File: config.mk
export PLATFORM = sky130hd
export DESIGN_NAME = pulse_input_conditioner
export DESIGN_NICKNAME = d
export VERILOG_FILES = /design/src/rtl/pulse_input_conditioner.sv
export SDC_FILE = /design/constraint.sdc
export NUM_CORES = 1
export LEC_CHECK = 0
export ABC_CLOCK_PERIOD_IN_PS = 1600
export CAP_MARGIN = 20
export CORE_ASPECT_RATIO = 1.2
export CORE_MARGIN = 3
export CORE_UTILIZATION = 35
export DETAILED_ROUTE_END_ITERATION = 12
export PLACE_DENSITY_LB_ADDON = 0.2
export SYNTH_ARGS = -nofsm -noshare
export SYNTH_HDL_FRONTEND = slang
export SYNTH_SLANG_ARGS = --single-unit
File: constraint.sdc
create_clock -name clk -period 1.6 [get_ports clk]
set_input_delay 0.24 -clock clk [delete_from_list [all_inputs] [get_ports clk]]
set_output_delay 0.24 -clock clk [all_outputs]
set_load 0.005 [all_outputs]
File: src/rtl/pulse_input_conditioner.sv
// pulse_input_conditioner: per-line sync, glitch filter, rising-edge pulse and sticky glitch flags
module pulse_input_conditioner #(
    parameter int unsigned NCH      = 9,
    parameter int unsigned FILT_LEN = 4,
    parameter int unsigned CW       = 8
) (
    input  logic           clk,
    input  logic           rst_n,
    input  logic [NCH-1:0] raw_in,
    input  logic [NCH-1:0] en_mask,
    input  logic           glitch_clr,
    output logic [NCH-1:0] level_out,
    output logic [NCH-1:0] pulse_out,
    output logic           pulse_any,
    output logic [NCH-1:0] glitch_flag
);
    localparam logic [CW-1:0] LAST = CW'(FILT_LEN - 1);

    logic [NCH-1:0]         sync1_q, sync2_q, level_q, level_d, pulse_q, pulse_d, glitch_q, glitch_d;
    logic [NCH-1:0]         commit, abort;
    logic [NCH-1:0][CW-1:0] cnt_q, cnt_d;
    logic                   any_q;

    always_comb begin
        for (int i = 0; i < NCH; i++) begin
            commit[i]  = (sync2_q[i] != level_q[i]) && (cnt_q[i] == LAST);
            abort[i]   = (sync2_q[i] == level_q[i]) && (cnt_q[i] != '0);
            cnt_d[i]   = (sync2_q[i] == level_q[i] || commit[i]) ? '0 : cnt_q[i] + CW'(1);
            level_d[i] = commit[i] ? sync2_q[i] : level_q[i];
        end
        pulse_d  = commit & sync2_q & en_mask;
        // a new abort wins over a simultaneous clear
        glitch_d = abort | (glitch_clr ? '0 : glitch_q);
    end

    always_ff @(posedge clk or negedge rst_n) begin
        if (!rst_n) begin
            sync1_q  <= '0;
            sync2_q  <= '0;
            level_q  <= '0;
            cnt_q    <= '0;
            pulse_q  <= '0;
            any_q    <= 1'b0;
            glitch_q <= '0;
        end else begin
            sync1_q  <= raw_in;
            sync2_q  <= sync1_q;
            level_q  <= level_d;
            cnt_q    <= cnt_d;
            pulse_q  <= pulse_d;
            any_q    <= |pulse_d;
            glitch_q <= glitch_d;
        end
    end

    assign level_out   = level_q;
    assign pulse_out   = pulse_q;
    assign pulse_any   = any_q;
    assign glitch_flag = glitch_q;
endmodule

-- Yosys cells after proc, flatten, opt, wreduce, memory -nomap -nowiden
Cells that the tools add are included.
- bits in latches: 0
- memories: 0
- register bits after elaboration: 118
- memory bits (writable): 0
- bits of input ports: 21
- word-level logic and storage cells: 109
- ROM bits: 0
- reductions and logical operators: 37
- multipliers: 0
- $add $sub $neg: 9
- bitwise logic cells: 3
- divide/modulo/power cells: 0
- mux-type cells: 10
- shifts and indexed selects: 0
- eq/ne operators: 27
- $lt $le $gt $ge: 0
- operators with widths (kind ; count):
    8-bit by 1-bit adder with 8-bit output (second input constant) ; 9
    8-bit by 2-bit == test with 1-bit output (second input constant) ; 9
    8-bit two-way mux ; 9
    8-bit nonzero test ; 9
    9-bit AND ; 2
    1-bit logical AND ; 18
    1-bit == test ; 9
    1-bit logical OR ; 9
    9-bit two-way mux ; 1
    1-bit != test ; 9
    9-bit bitwise OR ; 1
    9-bit OR reduction ; 1

-- Depth between registers and ports, before layout
- depth in word-level cells: 5
- gate-level depth with buffers: 5
- depth with buffers taken out: 5

-- Worst setup path before layout
No wires, ideal clock.
- path type: flip-flop to flip-flop
- from: register cnt_q[24] in the netlist's numbering
- to: register any_q (netlist: pulse_any)
- data arrival time: 1.324 ns
- path buffers: 0
- library setup time: 0.139 ns
- period minus slack after synthesis: 1.463 ns
- data required time: 1.461 ns
- setup slack: 0.137 ns
- stages on the path, launching flop included: 5
- cell sequence: dfrtp_1 ha_1 nand3_2 o31ai_1 or4_1
- word-level cells in the longest chain between the ends: 5
- RTL lines (item ; RTL line ; source):
    from (decl) ; 21 ; logic [NCH-1:0][CW-1:0] cnt_q, cnt_d;
    from (signal assigned) ; 49 ; cnt_q <= cnt_d;
    8-bit by 2-bit == test with 1-bit output ; 26 ; commit[i] = (sync2_q[i] != level_q[i]) && (cnt_q[i] == LAST);
    1-bit logical AND ; 26 ;
    9-bit AND (2 in a row) ; 31 ; pulse_d = commit & sync2_q & en_mask;
    9-bit OR reduction ; 51 ; any_q <= |pulse_d;
    to (signal assigned) ; 51 ;
    to (decl) ; 22 ; logic any_q;
Every way passes these cells.
A chain may end at the register's enable or synchronous reset.

-- Worst setup path in the final report
- from: register level_q[7] (netlist: level_out[7])
- to: output port level_out[7]
- RTL lines (item ; RTL line ; source):
    from (decl) ; 19 ; logic [NCH-1:0] sync1_q, sync2_q, level_q, level_d, pulse_q, pulse_d, glitch_q, glitch_d;
    from (signal assigned) ; 48 ; level_q <= level_d;
    to (decl) ; 12 ; output logic [NCH-1:0] level_out,
No word-level cell between the ends.

==> summary.md <==
For this design the ratio of total power to cell area is 1583 nW/µm². CTS placed an instance of clkbuf_16 at the clock tree root. The finished cells cover 6711 µm².

Headroom to the max-slew limit came out at 75.81%. The setup total negative slack is 0 ps. Number of warning messages in the yosys log: 0. The clock tree synthesis step divided the H-tree into 4 levels. The leftover overflow at the end of global routing was 0.

The number of nets in the synthesized netlist was 484; the count of clock tree sinks was 118. The number of slew-limit violations in the final report came out at 0. In this run the tool buffered the top-level ports with 48 buffer cells. VDD sags by at most 0.6731 mV.

Counting the buffers created by CTS gives 17. The final standard cell count with taps included and fillers excluded was 729. dfrtp_1 takes more of the synthesized area than any other cell.

The largest single stage delay on the critical path is 520 ps. The combined area of all synthesized cells was 5116 µm². The area fraction in compound gates after synthesis was 3.155%; the share of synthesized area spent on multiplexers was 2.054%. Yosys attributes the largest share of cell area to dfrtp_1 (58%), xor2_1 (9.1%), nor2_1 (5.5%). The layout overhead on the synthesized area was 31.18%. The flow ran to the end, and the final reports show no timing, DRC or antenna violations.

Proportion of layout cells with a drive suffix above 1: 15.59%. Xor/xnor cell area share of the yosys netlist: 10.79%. For the worst setup path, the data required time is 1360 ps. The final critical path takes up 96.25% of the cycle. The repair_antennas step left the layout with diodes totalling 0.

Across all register-to-register paths, the minimum setup slack is 110 ps. The analysis attributes to cell leakage a power of 0.003263 µW. TritonCTS built the clock tree. The logs give 445 for the synthesized netlist cell count and 2 for the maximum clock insertion buffer count. The tools report the placeable core region as 14050 µm². The fraction of post-synthesis cell area in the top cell type by area was 57.72%; the initial cell density of the core was 36.40%. The run gives 3523 as the overall via count from detail_route.

Traced cell by cell, the critical path runs through clkdlybuf4s50_1. The origin of the critical flop-to-flop path is cnt_q[17]$_DFF_PN0_. Entering global routing, the biggest net connects 41 pins.

49 I/O pins were placed. The sequential share of the synthesized area was 57.72%; the via density per instance was 4.833. The slowest stage of the critical path is the clkdlybuf4s50_1 cell. The kind of path behind the tightest hold check was in2async. In this run the critical register-to-register path is captured at pulse_any$_DFF_PN0_. Across all hold checks on the routed design, the worst slack comes to 265.8 ps. The tools report the final net count as 584. The run gives 31 as the number of distinct library cells after synthesis.

The library cell used most frequently in the layout, excluding fill and tap cells, is dfrtp_1. The wire-length estimate of the detail-placed layout is 6868 µm. After detailed placement, the design holds a cell count of 690. For the worst setup path, the data arrival time is 1300 ps. The largest family of logic cells by synthesized area is simple AND/OR/NAND/NOR gates. The critical path is of the reg2out type.

The final count of hold timing violations is 0, and the detailed-routing iteration count for the pre-antenna-repair pass is 4. Grouping stages by cell kind, the critical path spends the most delay in buffers and inverters. Clock latency at the later pin of the worst-skew pair: 410 ps. Setup repair after global routing left no endpoint under its margin.

The initial antenna violation count was 0; the instance area after placement was 6028 µm². The number of cells traversed by the worst register-to-register path is 4. After detailed routing, the average wire length per cell comes to 13.35 µm.

Summing the areas of all and, or, nand and nor instances in the mapped netlist gives 20.20% of the synthesized area. The number of buffers and inverters on the critical path came out at 1. Wires add up to 9729 µm. Number of synthesized register bits: 118. The global-route wire length before repair is 16970 µm.

Leaving out fill and tap cells, the most frequent cells in the layout are dfrtp_1 (118), nor2_1 (75), xor2_1 (53), nand3_1 (45), clkdlybuf4s50_1 (44). The total of endpoints with negative setup slack in the final report is 0, and the upper clock frequency limit is 649.4 MHz. The run gives 0.8084 as the last weighted congestion value of the routability-driven placer. The floorplan step defined a die boundary enclosing 16110 µm².

The tool flagged a number of max-cap violations equal to 0. Between clock sinks in the finished design, the worst skew comes to 5.470 ps. The number of placement rows was 47. The remaining design rule violation count is 0. The minimum clock period is 1540 ps, and the DRC marker count from the first detailed-route iteration is 101. In this run the remaining antenna-violating nets after routing total 0.

At the pin with the least slew margin, the transition time is 359.9 ps. STA classifies the critical path startpoint as a register. Global routing used 13.29% of the available tracks. The run gives 3566 as the via count of the first global-routing pass. The die is 116.4 µm wide.

Of all nets on the critical path, the largest fanout is 4. The die is 138.4 µm tall. After clock tree synthesis, the clock-pin slew on the worst setup and hold paths is 50 ps. After Yosys synthesis, full adders, half adders and majority gates account for 4.402% of the synthesized area.

The tools report the endpoint kind of the worst setup timing path as an output port. Averaged over all synthesized cells, the footprint is 11.50 µm².
synth_stat cells:
library cell  count
and3b_1           5
nand3_4           1
and4_1            1
nand2_1          14
and2_1            1
and3_2            1
nand4_2           1
mux2_2            8
xor2_1           53
nand3b_1          1
nor3_1            3
a21o_1            9
inv_1            22
nor4_2            6
a31oi_1           8
ha_1             18
clkinv_1          1
xnor2_1          10
and3_1           26
nand3_1          45
mux2_4            1
a41oi_1           1
nand4_1           6
nor2_1           75
or4_1             1
o31ai_1           2
o211ai_1          1
nor4_4            2
dfrtp_1         118
o31ai_2           1
nand3_2           3
worst register-to-register path, cell delays in order (launching register included):
cell,delay (ps)
dfrtp_1,420
ha_1,220
nand4_1,100
o31ai_1,110
or4_1,520
stage by stage:
stage	setup slack (ps)	util [%]	power, µW
2_1_floorplan	137.4	-	5375
3_3_place_gp	-98.47	42.89	6615
3_5_place_dp	-100.3	42.89	6686
4_1_cts	7.776	47.59	10770
5_1_grt	4.327	47.75	11320
6_report	60.02	47.75	10620
state kept, by name, indices dropped and copies added, names as in the netlist:
| name | flops |
|---|---|
| glitch_flag | 9 |
| cnt_q | 72 |
| pulse_any | 1 |
| sync1_q | 9 |
| sync2_q | 9 |
| pulse_out | 9 |
| level_out | 9 |
kinds of logic after synthesis:
kind of cell	after synthesis
XOR/XNOR	63
adder cells (fa/ha/maj)	18
flip-flops	118
multiplexers	9
AO/OA/AOI/OAI	22
buffers and inverters	23
AND/OR/NAND/NOR	192
power breakdown:
part | internal (µW) | total (µW) | leakage, µW | switching [µW]
clock | 2650 | 3920 | 0.000310 | 1270
combinational | 1460 | 2780 | 0.00140 | 1320
sequential | 3510 | 3920 | 0.00155 | 409
per-layer routing:
layer | GRT usage, % | vias to the layer above | part of all wire, %
li1 | - | 1719 | -
met2 | 21.04 | 54 | 51
met4 | 5.254 | 0 | 1.4
met3 | 4.720 | 11 | 3.9
met5 | 0 | - | 0
met1 | 16.46 | 1739 | 44
worst max-delay path by stage:
stage / start / end / slack [ps] / cells after the start
2_1_floorplan: cnt_q[24]$_DFF_PN0_ / pulse_any$_DFF_PN0_ / 140 / 4
3_3_place_gp: en_mask[2] / pulse_any$_DFF_PN0_ / -100 / 5
3_5_place_dp: en_mask[2] / pulse_any$_DFF_PN0_ / -100 / 5
4_1_cts: level_out[6]$_DFFE_PN0N_ / level_out[6] / 8 / 1
5_1_grt: level_out[5]$_DFFE_PN0N_ / level_out[5] / 4 / 1
6_report: level_out[7]$_DFFE_PN0N_ / level_out[7] / 60 / 1
area by class of cell:
class	instances	area, µm²
Sequential cell	118	2953
Timing Repair Buffer	81	760.7
Inverter	23	86.33
Fill cell	1290	7343
Multi-Input combinational cell	304	2077
Clock buffer	24	501.7
Clock inverter	8	118.9
Tap cell	171	214.0
what timing repair did:
item,4_1_cts,5_1_grt
buffers inserted,4,2
setup endpoints to repair,4,5
pin swaps,0,0
resized for setup,0,3
endpoints found under the hold margin,20,0
hold buffers,1,0
Note: power is estimated with default switching activity, not from simulation.
